### config.mk
export PLATFORM = sky130hd
export DESIGN_NAME = mask_row_scheduler_flat
export DESIGN_NICKNAME = d
export VERILOG_FILES = /design/src/rtl/mask_row_scheduler_pkg.sv /design/src/rtl/mask_row_scheduler_if.sv /design/src/rtl/mask_row_scheduler_out_reg.sv /design/src/rtl/mask_row_scheduler.sv /design/src/flat_wrapper.sv
export SDC_FILE = /design/constraint.sdc
export NUM_CORES = 1
export LEC_CHECK = 0
export BUFFER_PORTS_ARGS = -buffer_cell sky130_fd_sc_hd__clkbuf_2
export CORE_MARGIN = 10
export CORE_UTILIZATION = 50
export CTS_CLUSTER_SIZE = 10
export DETAILED_ROUTE_END_ITERATION = 7
export PLACE_DENSITY = 0.79
export SETUP_SLACK_MARGIN = 0.3
export SYNTH_ARGS = -nofsm -noshare
export SYNTH_HDL_FRONTEND = slang
export SYNTH_SLANG_ARGS = --single-unit
### constraint.sdc
create_clock -name clk -period 2.65 [get_ports clk]
set_input_delay 0.3975 -clock clk [delete_from_list [all_inputs] [get_ports clk]]
set_output_delay 0.3975 -clock clk [all_outputs]
set_load 0.05 [all_outputs]
### src/rtl/mask_row_scheduler_pkg.sv
// Shared types and constants for the mask row streaming blocks.
package mask_pkg;

  localparam int unsigned ROW_W             = 9;
  localparam int unsigned MASK_W            = 16;
  localparam int unsigned SUB_W             = 8;
  localparam int unsigned NUM_ROWS_DEF      = 320;
  localparam int unsigned WORDS_PER_ROW_DEF = 20;

  typedef enum logic [2:0] {
    IDLE,
    LOAD,
    STREAM,
    ROW_END,
    DONE
  } state_e;

  // Strict-inequality window test; inv flips which rows take upstream data.
  function automatic logic row_in_win(input logic [ROW_W-1:0] row,
                                      input logic [ROW_W-1:0] top,
                                      input logic [ROW_W-1:0] bot,
                                      input logic             inv);
    return ((row > top) && (row < bot)) ^ inv;
  endfunction

endpackage

### src/rtl/mask_row_scheduler_if.sv
// Upstream word handshake plus downstream row-tagged mask stream.
interface mask_row_scheduler_if;
  import mask_pkg::*;

  logic              in_valid;
  logic [MASK_W-1:0] in_data;
  logic              in_ready;
  logic              out_valid;
  logic [MASK_W-1:0] out_data;
  logic [ROW_W-1:0]  out_rowadd;
  logic              out_last;
  logic              out_ready;

  modport master (
    input  in_valid, in_data, out_ready,
    output in_ready, out_valid, out_data, out_rowadd, out_last
  );

  modport slave (
    output in_valid, in_data, out_ready,
    input  in_ready, out_valid, out_data, out_rowadd, out_last
  );

endinterface

### src/rtl/mask_row_scheduler_out_reg.sv
// Single-entry output register: holds data stable while the sink stalls.
module mask_out_reg #(
  parameter int unsigned W = 16
) (
  input  logic         clk_i,
  input  logic         rst_ni,
  input  logic         s_valid_i,
  output logic         s_ready_o,
  input  logic [W-1:0] s_data_i,
  output logic         m_valid_o,
  input  logic         m_ready_i,
  output logic [W-1:0] m_data_o
);

  logic         valid_q;
  logic [W-1:0] data_q;

  assign s_ready_o = !valid_q || m_ready_i;
  assign m_valid_o = valid_q;
  assign m_data_o  = data_q;

  always_ff @(posedge clk_i or negedge rst_ni) begin
    if (!rst_ni) begin
      valid_q <= 1'b0;
      data_q  <= '0;
    end else if (s_ready_o) begin
      valid_q <= s_valid_i;
      if (s_valid_i) data_q <= s_data_i;
    end
  end

endmodule

### src/rtl/mask_row_scheduler.sv
// Frame-scoped row/word sequencer for the pixel-array mask stream.
// Optional MASK_INVERT_EN adds cfg_invert to swap window polarity.
module mask_row_scheduler
  import mask_pkg::*;
#(
  parameter int unsigned NUM_ROWS      = NUM_ROWS_DEF,
  parameter int unsigned WORDS_PER_ROW = WORDS_PER_ROW_DEF
) (
  input  logic                 clk,
  input  logic                 rst_n,
  input  logic                 start,
  input  logic [ROW_W-1:0]     cfg_row_t,
  input  logic [ROW_W-1:0]     cfg_row_b,
  input  logic [SUB_W-1:0]     cfg_num_sub,
  input  logic [MASK_W-1:0]    mstream_default,
`ifdef MASK_INVERT_EN
  input  logic                 cfg_invert,
`endif
  mask_row_scheduler_if.master bus,
  output logic                 busy,
  output logic                 frame_done
);

  localparam int unsigned WCNT_W = (WORDS_PER_ROW > 1) ? $clog2(WORDS_PER_ROW) : 1;
  localparam int unsigned PKT_W  = ROW_W + 1 + MASK_W;
  localparam logic [WCNT_W-1:0] LAST_WORD = WCNT_W'(WORDS_PER_ROW - 1);
  localparam logic [ROW_W-1:0]  LAST_ROW  = ROW_W'(NUM_ROWS - 1);

  state_e             state_q;
  logic [ROW_W-1:0]   row_q;
  logic [WCNT_W-1:0]  word_q;
  logic [SUB_W-1:0]   sub_q;
  logic               win_q;
  logic [ROW_W-1:0]   top_q;
  logic [ROW_W-1:0]   bot_q;
  logic [SUB_W-1:0]   last_sub_q;
  logic [MASK_W-1:0]  dflt_q;
  logic               inv_q;
  logic               busy_q;
  logic               done_q;

  logic               inv_d;
  logic               s_ready;
  logic               push;
  logic               word_last;
  logic [ROW_W-1:0]   row_d;
  logic [PKT_W-1:0]   push_pkt;
  logic [PKT_W-1:0]   out_pkt;

`ifdef MASK_INVERT_EN
  assign inv_d = cfg_invert;
`else
  assign inv_d = 1'b0;
`endif

  assign word_last   = (word_q == LAST_WORD);
  assign row_d       = (row_q == LAST_ROW) ? '0 : row_q + ROW_W'(1);
  // Out-of-window rows never wait on upstream; in-window rows stall on in_valid.
  assign push        = (state_q == STREAM) && (win_q ? bus.in_valid : 1'b1) && s_ready;
  assign bus.in_ready = (state_q == STREAM) && win_q && s_ready;
  assign push_pkt    = {row_q, word_last, (win_q ? bus.in_data : dflt_q)};

  assign {bus.out_rowadd, bus.out_last, bus.out_data} = out_pkt;
  assign busy       = busy_q;
  assign frame_done = done_q;

  mask_out_reg #(.W(PKT_W)) u_out_reg (
    .clk_i     (clk),
    .rst_ni    (rst_n),
    .s_valid_i (push),
    .s_ready_o (s_ready),
    .s_data_i  (push_pkt),
    .m_valid_o (bus.out_valid),
    .m_ready_i (bus.out_ready),
    .m_data_o  (out_pkt)
  );

  always_ff @(posedge clk or negedge rst_n) begin
    if (!rst_n) begin
      state_q    <= IDLE;
      row_q      <= '0;
      word_q     <= '0;
      sub_q      <= '0;
      win_q      <= 1'b0;
      top_q      <= '0;
      bot_q      <= '0;
      last_sub_q <= '0;
      dflt_q     <= '0;
      inv_q      <= 1'b0;
      busy_q     <= 1'b0;
      done_q     <= 1'b0;
    end else begin
      done_q <= 1'b0;
      unique case (state_q)
        IDLE: begin
          // A start coinciding with the done pulse is dropped on purpose.
          if (start && !done_q) begin
            top_q      <= cfg_row_t;
            bot_q      <= cfg_row_b;
            last_sub_q <= (cfg_num_sub == '0) ? '0 : cfg_num_sub - SUB_W'(1);
            dflt_q     <= mstream_default;
            inv_q      <= inv_d;
            busy_q     <= 1'b1;
            state_q    <= LOAD;
          end
        end
        LOAD: begin
          row_q   <= '0;
          word_q  <= '0;
          sub_q   <= '0;
          win_q   <= row_in_win('0, top_q, bot_q, inv_q);
          state_q <= STREAM;
        end
        STREAM: begin
          if (push) begin
            if (word_last) begin
              word_q  <= '0;
              state_q <= ROW_END;
            end else begin
              word_q <= word_q + WCNT_W'(1);
            end
          end
        end
        ROW_END: begin
          row_q <= row_d;
          win_q <= row_in_win(row_d, top_q, bot_q, inv_q);
          if (row_q == LAST_ROW && sub_q == last_sub_q) begin
            state_q <= DONE;
          end else begin
            if (row_q == LAST_ROW) sub_q <= sub_q + SUB_W'(1);
            state_q <= STREAM;
          end
        end
        DONE: begin
          // Hold until the final word has left the output register.
          if (!bus.out_valid || bus.out_ready) begin
            done_q  <= 1'b1;
            busy_q  <= 1'b0;
            state_q <= IDLE;
          end
        end
        default: state_q <= IDLE;
      endcase
    end
  end

endmodule

### src/flat_wrapper.sv
// flat-port wrapper written by rule: the top's interface ports become plain ports
module mask_row_scheduler_flat import mask_pkg::*;
#(
  parameter int unsigned NUM_ROWS      = NUM_ROWS_DEF,
  parameter int unsigned WORDS_PER_ROW = WORDS_PER_ROW_DEF
)
  (clk, rst_n, start, cfg_row_t, cfg_row_b, cfg_num_sub, mstream_default, busy, frame_done, bus_in_valid, bus_in_data, bus_out_ready, bus_in_ready, bus_out_valid, bus_out_data, bus_out_rowadd, bus_out_last);
  mask_row_scheduler_if bus_i ();
  input  logic clk;
  input  logic rst_n;
  input  logic start;
  input  logic [ROW_W-1:0] cfg_row_t;
  input  logic [ROW_W-1:0] cfg_row_b;
  input  logic [SUB_W-1:0] cfg_num_sub;
  input  logic [MASK_W-1:0] mstream_default;
  output logic busy;
  output logic frame_done;
  input wire logic [$bits(bus_i.in_valid)-1:0] bus_in_valid;
  input wire logic [$bits(bus_i.in_data)-1:0] bus_in_data;
  input wire logic [$bits(bus_i.out_ready)-1:0] bus_out_ready;
  output wire logic [$bits(bus_i.in_ready)-1:0] bus_in_ready;
  output wire logic [$bits(bus_i.out_valid)-1:0] bus_out_valid;
  output wire logic [$bits(bus_i.out_data)-1:0] bus_out_data;
  output wire logic [$bits(bus_i.out_rowadd)-1:0] bus_out_rowadd;
  output wire logic [$bits(bus_i.out_last)-1:0] bus_out_last;
  assign bus_i.in_valid = bus_in_valid;
  assign bus_i.in_data = bus_in_data;
  assign bus_i.out_ready = bus_out_ready;
  assign bus_in_ready = bus_i.in_ready;
  assign bus_out_valid = bus_i.out_valid;
  assign bus_out_data = bus_i.out_data;
  assign bus_out_rowadd = bus_i.out_rowadd;
  assign bus_out_last = bus_i.out_last;
  mask_row_scheduler #(.NUM_ROWS(NUM_ROWS), .WORDS_PER_ROW(WORDS_PER_ROW)) u_core (.clk(clk), .rst_n(rst_n), .start(start), .cfg_row_t(cfg_row_t), .cfg_row_b(cfg_row_b), .cfg_num_sub(cfg_num_sub), .mstream_default(mstream_default), .bus(bus_i), .busy(busy), .frame_done(frame_done));
endmodule
Yosys cells after proc, flatten, opt, wreduce, memory -nomap -nowiden
Index checks and enable logic that the tools add are counted.
{ "classes": {"n_addsub": 4, "magnitude_cmp": 4, "n_eq_ne": 13, "mux": 23, "n_reduce_logical": 22} }
{ "op_table": {"columns": ["cell", "count"], "rows": [
  ["2-to-1 mux 8 bit", 3],
  ["case mux 9 bit (2 select lines)", 1],
  ["2-to-1 mux 16 bit", 1],
  ["case mux 8 bit (2 select lines)", 1],
  ["2-to-1 mux 3 bit", 5],
  ["case mux 3 bit (5 select lines)", 1],
  ["2-to-1 mux 5 bit", 2],
  ["case mux 5 bit (2 select lines)", 1],
  ["adder 9 x 1 -> 9 bit, second input constant", 1],
  ["== test 9 bit, second input constant", 1],
  ["greater-than comparator 1 x 9 -> 1 bit, first input constant", 1],
  ["greater-than comparator 9 bit", 1],
  ["less-than comparator 1 x 9 -> 1 bit, first input constant", 1],
  ["less-than comparator 9 bit", 1],
  ["2-to-1 mux 9 bit", 1],
  ["adder 8 x 1 -> 8 bit, second input constant", 1],
  ["== test 8 bit", 1],
  ["logical AND 1 bit", 8],
  ["zero test 8 bit", 1],
  ["inequality test 2 x 1 -> 1 bit, second input constant", 4],
  ["subtractor 8 x 1 -> 8 bit, second input constant", 1],
  ["== test 3 x 2 -> 1 bit, second input constant", 2],
  ["AND reduction 2 bit", 3],
  ["AND reduction 3 bit", 2],
  ["12 further kinds", 21]
]} }
{ "word_totals": {"regBits": 97, "in_bits": 63, "output_inout_bits": 30} }

Longest topological paths before layout
Gate-level depths: netlist (run 1).
{ "depth": {"depth_word": 5, "ltp_mapped": 12, "mapped_depth_nobuf": 11} }

By module
A second synthesis (run 1) with hierarchy kept.
{ "unflattened": {"hier_cells": 474, "area_unflattened_um2": 5200.0} }
{ "modules_own_cells": {"columns": ["mod", "instances", "cells_per_inst", "area_each_um2"], "rows": [
  ["mask_row_scheduler", 1, 416, 4102.7],
  ["mask_out_reg", 1, 58, 1097.3]
]} }

Worst setup path after synthesis (run 1)
OpenSTA, ideal clock, no wires.
{ "synth_timing": {"path_kind": "reg-to-reg", "from": "reg u_core.row_q[0]", "to": "reg u_core.win_q", "arrival_time_ps": 2519, "t_required_ps": 2528, "setup_slack_ps": 10, "path_stages_with_launch": 13, "period_less_slack_ps": 2640, "cell_sequence": "dfrtp_1 > ha_1 > nand2_1 > and4bb_1 > buf_4 > nor2_1 > ha_1 > nor2b_1 > o21ai_0 > nand2b_1 > maj3_2 > a211o_1 > a32o_1"} }
{ "synth_via": {"elab_chain_cells": 5, "word_cells_on_any_way": 7, "classes_between": "add/sub: 1; order compare: 2; eq/ne: 1; mux: 2; reduce/logical: 1"} }
{ "synth_rtl": {"columns": ["item", "line_no", "text"], "rows": [
  ["start, declared", "mask_row_scheduler.sv:30", "logic [ROW_W-1:0] row_q;"],
  ["start signal, assigned", "mask_row_scheduler.sv:125", "row_q <= row_d;"],
  ["adder 9 x 1 -> 9 bit or == test 9 bit (tied branches)", "mask_row_scheduler.sv:57", "assign row_d = (row_q == LAST_ROW) ? '0 : row_q + ROW_W'(1);"],
  ["2-to-1 mux 9 bit (*)", "mask_row_scheduler.sv:57", null],
  ["greater-than comparator 9 bit or less-than comparator 9 bit (tied branches)", "mask_row_scheduler_pkg.sv:23", "return ((row > top) && (row < bot)) ^ inv;"],
  ["logical AND 1 bit (*)", "mask_row_scheduler_pkg.sv:23", null],
  ["case mux 1 bit (2 select lines) (*)", "mask_row_scheduler.sv:94", "unique case (state_q)"],
  ["end signal, assigned", "mask_row_scheduler.sv:111", "win_q <= row_in_win('0, top_q, bot_q, inv_q);"],
  ["end signal, assigned", "mask_row_scheduler.sv:126", "win_q <= row_in_win(row_d, top_q, bot_q, inv_q);"],
  ["end, declared", "mask_row_scheduler.sv:33", "logic win_q;"]
]} }
Every way passes the cells marked *; elsewhere a longest branch is shown, timed or not.
A chain may end at the register's enable or synchronous reset.

Worst setup path in the final report (run 1)
{ "layout_timing": {"from": "reg u_core.row_q[1]", "to": "reg u_core.win_q"} }
Same word-level chain as after synthesis.

==> key figures, run 1 <==
Synth
  • Post-synth EDFFs: 0
  • Area contributors post-synth: dfrtp_1 (50%), mux2_2 (6.3%), o21ai_0 (5.1%), ha_1 (4.9%), nand2_1 (4.4%)
  • Post-synth cell types: 51
  • Post-synthesis compound-gate area fraction: 11.1%
  • Synth Area in Simple Gates: 14.9%
  • Sequential fraction of the synthesis area: 50.4%
  • Synth Flop Type: dfrtp_1
  • Synth Area per Inst: between 10 and 15 um^2
  • Mux share of post-synthesis cell area: 10.0%
  • Post-synth top area cell: dfrtp_1
  • Synth Area in XOR/XNOR: 4.18%
  • FFs w/ async S/R, synth: 100%
  • Largest family of logic cells by synthesized area: simple AND/OR/NAND/NOR gates
  • Syn Nets: about 550
  • Post-Synthesis Cells: 472
  • Cell area after synthesis: 4820 um^2
  • Syn. warnings: 0
  • Seq cells post-synth: 97
  • Adder-cell area share of the yosys netlist: between 5 and 6%
  • Share of Yosys cell area claimed by the top area cell type: 50.4%

Clocking
  • Clk sinks: 97
  • CTS Buffer Depth: 2
  • Worst-Skew Late Latency: 0.37 ns
  • Clock transition at path regs: 0.10 ns
  • CTS root buf: clkbuf_8
  • Htree depth: 3
  • TritonCTS clock tree: yes
  • Hold_buf cts: 0
  • Number of buffers created by CTS: 9

Place
  • Dpl cell area: 5490 um^2
  • Port-buffer cells: 92
  • GP Congestion: about 0.9
  • DPL Wire Length: approximately 8400 um

Setup path
  • Setup CP Type: reg2reg
  • CP Launch Type: flip-flop
  • Worst EP required: 2.92 ns
  • Crit path max-delay family: adder cells
  • Crit-path cells: ha_2 > nand2_1 > and4bb_2 > nor2_2 > ha_1 > nor2b_1 > o21ai_1 > nand2b_1 > maj3_2 > a211o_1 > a32o_1
  • Crit path max fanout: 3
  • Biggest cell delay along the critical path: 0.37 ns
  • CP Buf/Inv Count: 0
  • Critical path's slowest cell: dfrtp_1
  • CP arrival: 2.72 ns
  • Critical Path Sink Type: flip-flop

Route
  • DR vias: about 3700
  • Number of remaining DRC errors: 0
  • Wirelength per Cell: 15.6 um
  • DR pass1 iterations: 4
  • Post-DRT Antenna Nets: 0
  • Drt via density: 5.26
  • Starting DRC count in detailed routing: between 150 and 200
  • WL final: 11100 um

STA
  • Fmax: 409 MHz
  • Skew final: 0.0109 ns
  • Setup_tns: 0 ns
  • Worst Tran Pin Value: 0.656 ns
  • Min cycle time layout: 2.45 ns
  • RSZ-0062 raised after global routing: yes
  • Final setup vio count: 0
  • Final hold violations: 0
  • Final period util: 92.3%
  • Relative slew slack: approximately 56%
  • Final slew viol count: 0

Global route
  • Global-route wire length before repair: 18900 um
  • Vias in the first global route: 3926
  • Initial antenna violation count: 0
  • Largest net degree at the start of global routing: 56
  • GR Overflow Total: 0
  • Total track usage: 16.2%

Floorplan
  • Die ar.: 14000 um^2
  • Die H: 118 um
  • Core ar.: 9330 um^2
  • I/O pin total: 93
  • Die width: between 100 and 150 um
  • Rows: 35
  • Starting Density: about half

Pwr
  • PD cells: slightly above 900 nW/um^2
  • P_leak: approximately 2.8 nW
  • Peak supply drop: 418 uV

Job
  • Max_cap viols: 0

Layout
  • Antenna cells: 0
  • Fin nets: 659
  • Layout Cell Area excl Fill: 5760 um^2
  • Most common cell after layout, fill and taps aside: dfrtp_1
  • Most frequent cells in the layout: dfrtp_1 (96), clkbuf_2 (91), nand2_1 (57)
  • Final core area utilization: 61.8%
  • Area growth syn-to-layout: 19.6%
  • Layout cells sized above 1: 29.9%

Hold path
  • Hold Crit Class: in2async

Run status
  • Status: completed
==> stage by stage <==
stage          hold WS, ns  total power [mW]  setup WS (ns)  std cells
2_1_floorplan        0.102              3.70         0.0950        472
3_3_place_gp         0.461              4.18          0.144        688
3_5_place_dp         0.468              4.30         0.0760        688
4_1_cts             0.0661              5.28          0.185        711
5_1_grt              0.101              5.59         0.0573        711
6_report            0.0426              5.24          0.204        711
==> worst paths after layout <==
kind	start	endpoint	slack (ns)	cells after the start
min in group clk	cfg_row_b[8]	u_core.bot_q[8]$_DFFE_PN0P_	0.22	3
worst max-delay path	u_core.row_q[1]$_DFFE_PN0P_	u_core.win_q$_DFFE_PN0P_	0.20	11
worst max register to register	u_core.row_q[1]$_DFFE_PN0P_	u_core.win_q$_DFFE_PN0P_	0.20	11
worst min-delay path	rst_n	u_core.last_sub_q[0]$_DFFE_PN0P_	0.04	1
worst min register to register	u_core.u_out_reg.m_data_o[0]$_DFFE_PN0P_	u_core.u_out_reg.m_data_o[0]$_DFFE_PN0P_	0.49	2
max in group asynchronous	rst_n	u_core.row_q[7]$_DFFE_PN0P_	1.82	2
==> flip-flops by register name, summed over array words and instances (netlist names) <==
signal / cells
u_core.busy: 1
u_core.bot_q: 9
u_core.top_q: 9
u_core.dflt_q: 16
u_core.word_q: 5
u_core.u_out_reg.m_valid_o: 1
u_core.last_sub_q: 8
u_core.u_out_reg.m_data_o: 26
u_core.sub_q: 8
u_core.state_q: 3
u_core.win_q: 1
u_core.row_q: 9
u_core.frame_done: 1
==> where the power goes <==
group,switching [mW],internal [mW]
sequential,0.272,1.94
clock,0.575,0.392
combinational,1.31,0.757
total,2.15,3.09
==> layer usage <==
layer	part of all wire, %	GRT usage (%)	vias up
li1	-	-	1849
met1	42	18.5	1811
met2	53	29.3	63
met3	2.9	2.62	18
met4	2.1	6.88	0
met5	0	0	-
==> area by class of cell <==
cell class | instances | area (um^2)
clock buffers | 10 | 138
clock inverters | 6 | 58.8
well taps | 129 | 161
flip-flops and latches | 97 | 2430
fillers | 797 | 3560
inverters | 31 | 116
repair buffers | 115 | 636
multi-input cells | 323 | 2230
==> cell families (layout without fill, tap and decap cells) <==
kind of cell | after synthesis | in the layout
and+or+nand+nor | 144 | 144
DFF | 97 | 97
AOI/OAI and AO/OA | 91 | 91
buffers and inverters | 52 | 162
muxes | 45 | 45
xor gates and xnor gates | 23 | 23
adders and majority gates | 20 | 20
==> what timing repair did <==
| item | CTS | global route |
|---|---|---|
| gates resized for setup | 4 | 4 |
| endpoints found under the hold margin | 0 | 0 |
| setup buffers | 7 | 0 |
| endpoints found under the setup margin | 1 | 1 |
| pin swaps | 3 | 0 |
==> cell usage after synthesis, types with 2 or more instances <==
library cell	n
nor3b_1	4
mux2i_1	18
buf_2	3
ha_1	19
a211oi_1	5
nand2b_1	10
nand2_1	57
o22ai_1	7
mux2_2	27
inv_1	31
dfrtp_1	97
nor2b_1	7
nand4b_1	2
nor3_1	5
nand4_1	5
clkbuf_1	16
and3_1	7
a21oi_1	9
xor2_1	2
nor2_1	20
o21ai_0	49
nand3_1	16
xnor2_1	21
a22o_1	4
a21o_1	2
a31oi_1	2
o21ai_1	2
o31ai_1	2
Note: power is estimated with default switching activity, not from simulation.
==> run 2, diff against run 1 <==
--- a/config.mk
+++ b/config.mk
@@ -10,6 +10,7 @@
 export CORE_UTILIZATION = 50
 export CTS_CLUSTER_SIZE = 10
 export DETAILED_ROUTE_END_ITERATION = 7
+export GPL_TIMING_DRIVEN = 0
 export PLACE_DENSITY = 0.79
 export SETUP_SLACK_MARGIN = 0.3
 export SYNTH_ARGS = -nofsm -noshare
==> run 2 against run 1 <==
  * Combinational power rose by 3%
  * Sequential power is essentially flat
  * Clock skew grew 0.0070 ns
  * Final area is 0.39% higher
  * Sequential share of layout area decreased by 0.099 points
  * Critical path depth up 1
  * Sequential cell count stayed put
==> key figures, run 2 (synthesis gave the netlist of run 1 again) <==
STA
  • Worst Tran Pin Value: 0.632 ns (-0.0232 ns)
  • Final period util: 98.3% (+6.0 points)
  • Final slew viol count: 0 (unchanged)
  • Skew final: 0.0179 ns (+0.00698 ns)
  • Final setup vio count: 0 (unchanged)
  • RSZ-0062 raised after global routing: yes
  • Fmax: 384 MHz (-6.1%)
  • Final hold violations: 0 (unchanged)
  • Setup ws final: 0.0451 ns (-0.159 ns)
  • Min cycle time layout: 2.60 ns (+0.159 ns)
  • Relative slew slack: 57.5% (+1.2 points)

Place
  • Dpl ws: -0.191 ns (-0.267 ns)
  • Port-buffer cells: 92 (unchanged)
  • GP Congestion: 0.858 (-5.4%)
  • DPL Wire Length: 8820 um (+4.9%)

Floorplan
  • Core ar.: 9330 um^2 (unchanged)
  • Die ar.: 14000 um^2 (unchanged)
  • Starting Density: 51.7% (unchanged)
  • Rows: 35 (unchanged)
  • I/O pin total: 93 (unchanged)
  • Die H: 118 um (unchanged)
  • Die width: 118 um (unchanged)

Clocking
  • CTS root buf: clkbuf_8
  • Worst-Skew Late Latency: 0.37 ns (about the same)
  • CTS Buffer Depth: 2 (unchanged)
  • Number of buffers created by CTS: 9 (unchanged)
  • Htree depth: 3 (unchanged)
  • Clock transition at path regs: 0.11 ns (about the same)
  • Clk sinks: 97 (unchanged)
  • TritonCTS clock tree: yes

Setup path
  • Crit path max-delay family: adder cells
  • CP Launch Type: flip-flop
  • Biggest cell delay along the critical path: 0.45 ns (+0.08 ns)
  • Critical path's slowest cell: dfrtp_2
  • Crit-path cells: ha_4 > nand2_2 > and4bb_1 > buf_6 > nor2_4 > ha_4 > nor2b_1 > o21ai_1 > nand2b_1 > maj3_2 > a211o_1 > a32o_2
  • CP arrival: 2.86 ns (+0.14 ns)
  • Critical Path Sink Type: flip-flop
  • CP most frequent cell: ha_4
  • Setup CP Type: reg2reg
  • Worst EP required: 2.90 ns (-0.02 ns)
  • Reg2Reg Setup Slack: 0.05 ns (-0.16 ns)
  • CP Buf/Inv Count: 1 (+1)
  • Crit path max fanout: 3 (unchanged)

Hold path
  • Hold Crit Class: in2async

Global route
  • Global-route wire length before repair: 19700 um (+4.1%)
  • Total track usage: 16.9% (+0.67 points)
  • Initial antenna violation count: 0 (unchanged)
  • Vias in the first global route: 4118 (+4.9%)
  • GR Overflow Total: 0 (unchanged)
  • Largest net degree at the start of global routing: 65 (+16%)

Layout
  • Fin nets: 665 (+0.91%)
  • Max reg flops: 26 (unchanged)
  • Antenna cells: 0 (unchanged)
  • Layout cells sized above 1: 29.1% (-0.82 points)
  • Most frequent cells in the layout: clkbuf_2 (93), dfrtp_1 (93), nand2_1 (56)
  • Area growth syn-to-layout: 20.0%

Run status
  • Status: completed

Pwr
  • Peak supply drop: 344 uV (-18%)
  • PD cells: 906 nW/um^2 (-0.35%)
  • Total power: 5.24 mW (about the same)
  • P_leak: 2.74 nW (-0.53%)

Route
  • WL final: 11800 um (+6.5%)
  • Starting DRC count in detailed routing: 223 (+18%)
  • Post-DRT Antenna Nets: 0 (unchanged)
  • Number of remaining DRC errors: 0 (unchanged)
  • Drt via density: 5.42 (+3.0%)
  • DR vias: 3884 (+3.8%)
  • Wirelength per Cell: 16.5 um (+5.6%)
  • DR pass1 iterations: 4 (unchanged)

Job
  • Max_cap viols: 0 (unchanged)
==> run 2: layer usage <==
layer	up-vias	GRT usage [%]	wire (um)
met5	-	0	0
met4	0	8.50	343
met3	30	3.24	496
met2	85	29.6	6190
met1	1907	19.2	4780
li1	1862	-	-
==> run 2: power breakdown <==
| group | switching, mW | leakage (nW) | internal [mW] |
|---|---|---|---|
| registers | 0.284 | 1.20 | 1.94 |
| logic | 1.34 | 1.46 | 0.774 |
| clock network | 0.551 | 0.0875 | 0.350 |
| total | 2.18 | 2.74 | 3.07 |
==> run 2: cell type report <==
cell class,count,area [um^2]
timing repair buffer,100,543
sequential,97,2430
clock buffer,9,124
multi-input combinational,323,2260
clock inverter,7,53.8
fill,759,3540
buffer,21,93.8
inverter,31,116
tap,129,161
==> run 2: repair_timing <==
action,4_1_cts,5_1_grt
hold buffers,0,0
resized for setup,8,12
buffers inserted,7,0
pin swaps,3,0
setup endpoints to repair,19,19
==> run 2: per-stage QoR <==
stage	hold WS [ns]	utilization [%]	cells	cell area, um^2	TNS [ns]
after floorplan	0.102	-	472	4830	0
final	0.00295	62.0	717	5790	0
after global routing	0.0398	62.0	717	5790	-0.0439
after CTS	0.0179	61.7	717	5750	0
after global placement	0.463	58.4	693	5450	-0.130
after detailed placement	0.421	58.8	694	5480	-0.191
==> run 2: path summary, 6_finish.rpt <==
check                                                         start                                       end  cells past startpoint
max                                     u_core.row_q[0]$_DFFE_PN0P_                  u_core.win_q$_DFFE_PN0P_                     12
min                                                           rst_n               u_core.bot_q[4]$_DFFE_PN0P_                      1
max reg2reg                             u_core.row_q[0]$_DFFE_PN0P_                  u_core.win_q$_DFFE_PN0P_                     12
min reg2reg                u_core.u_out_reg.m_data_o[3]$_DFFE_PN0P_  u_core.u_out_reg.m_data_o[3]$_DFFE_PN0P_                      2
max in group asynchronous                                     rst_n               u_core.row_q[2]$_DFFE_PN0P_                      2
min in group clk                                       cfg_row_b[3]               u_core.bot_q[3]$_DFFE_PN0P_                      3
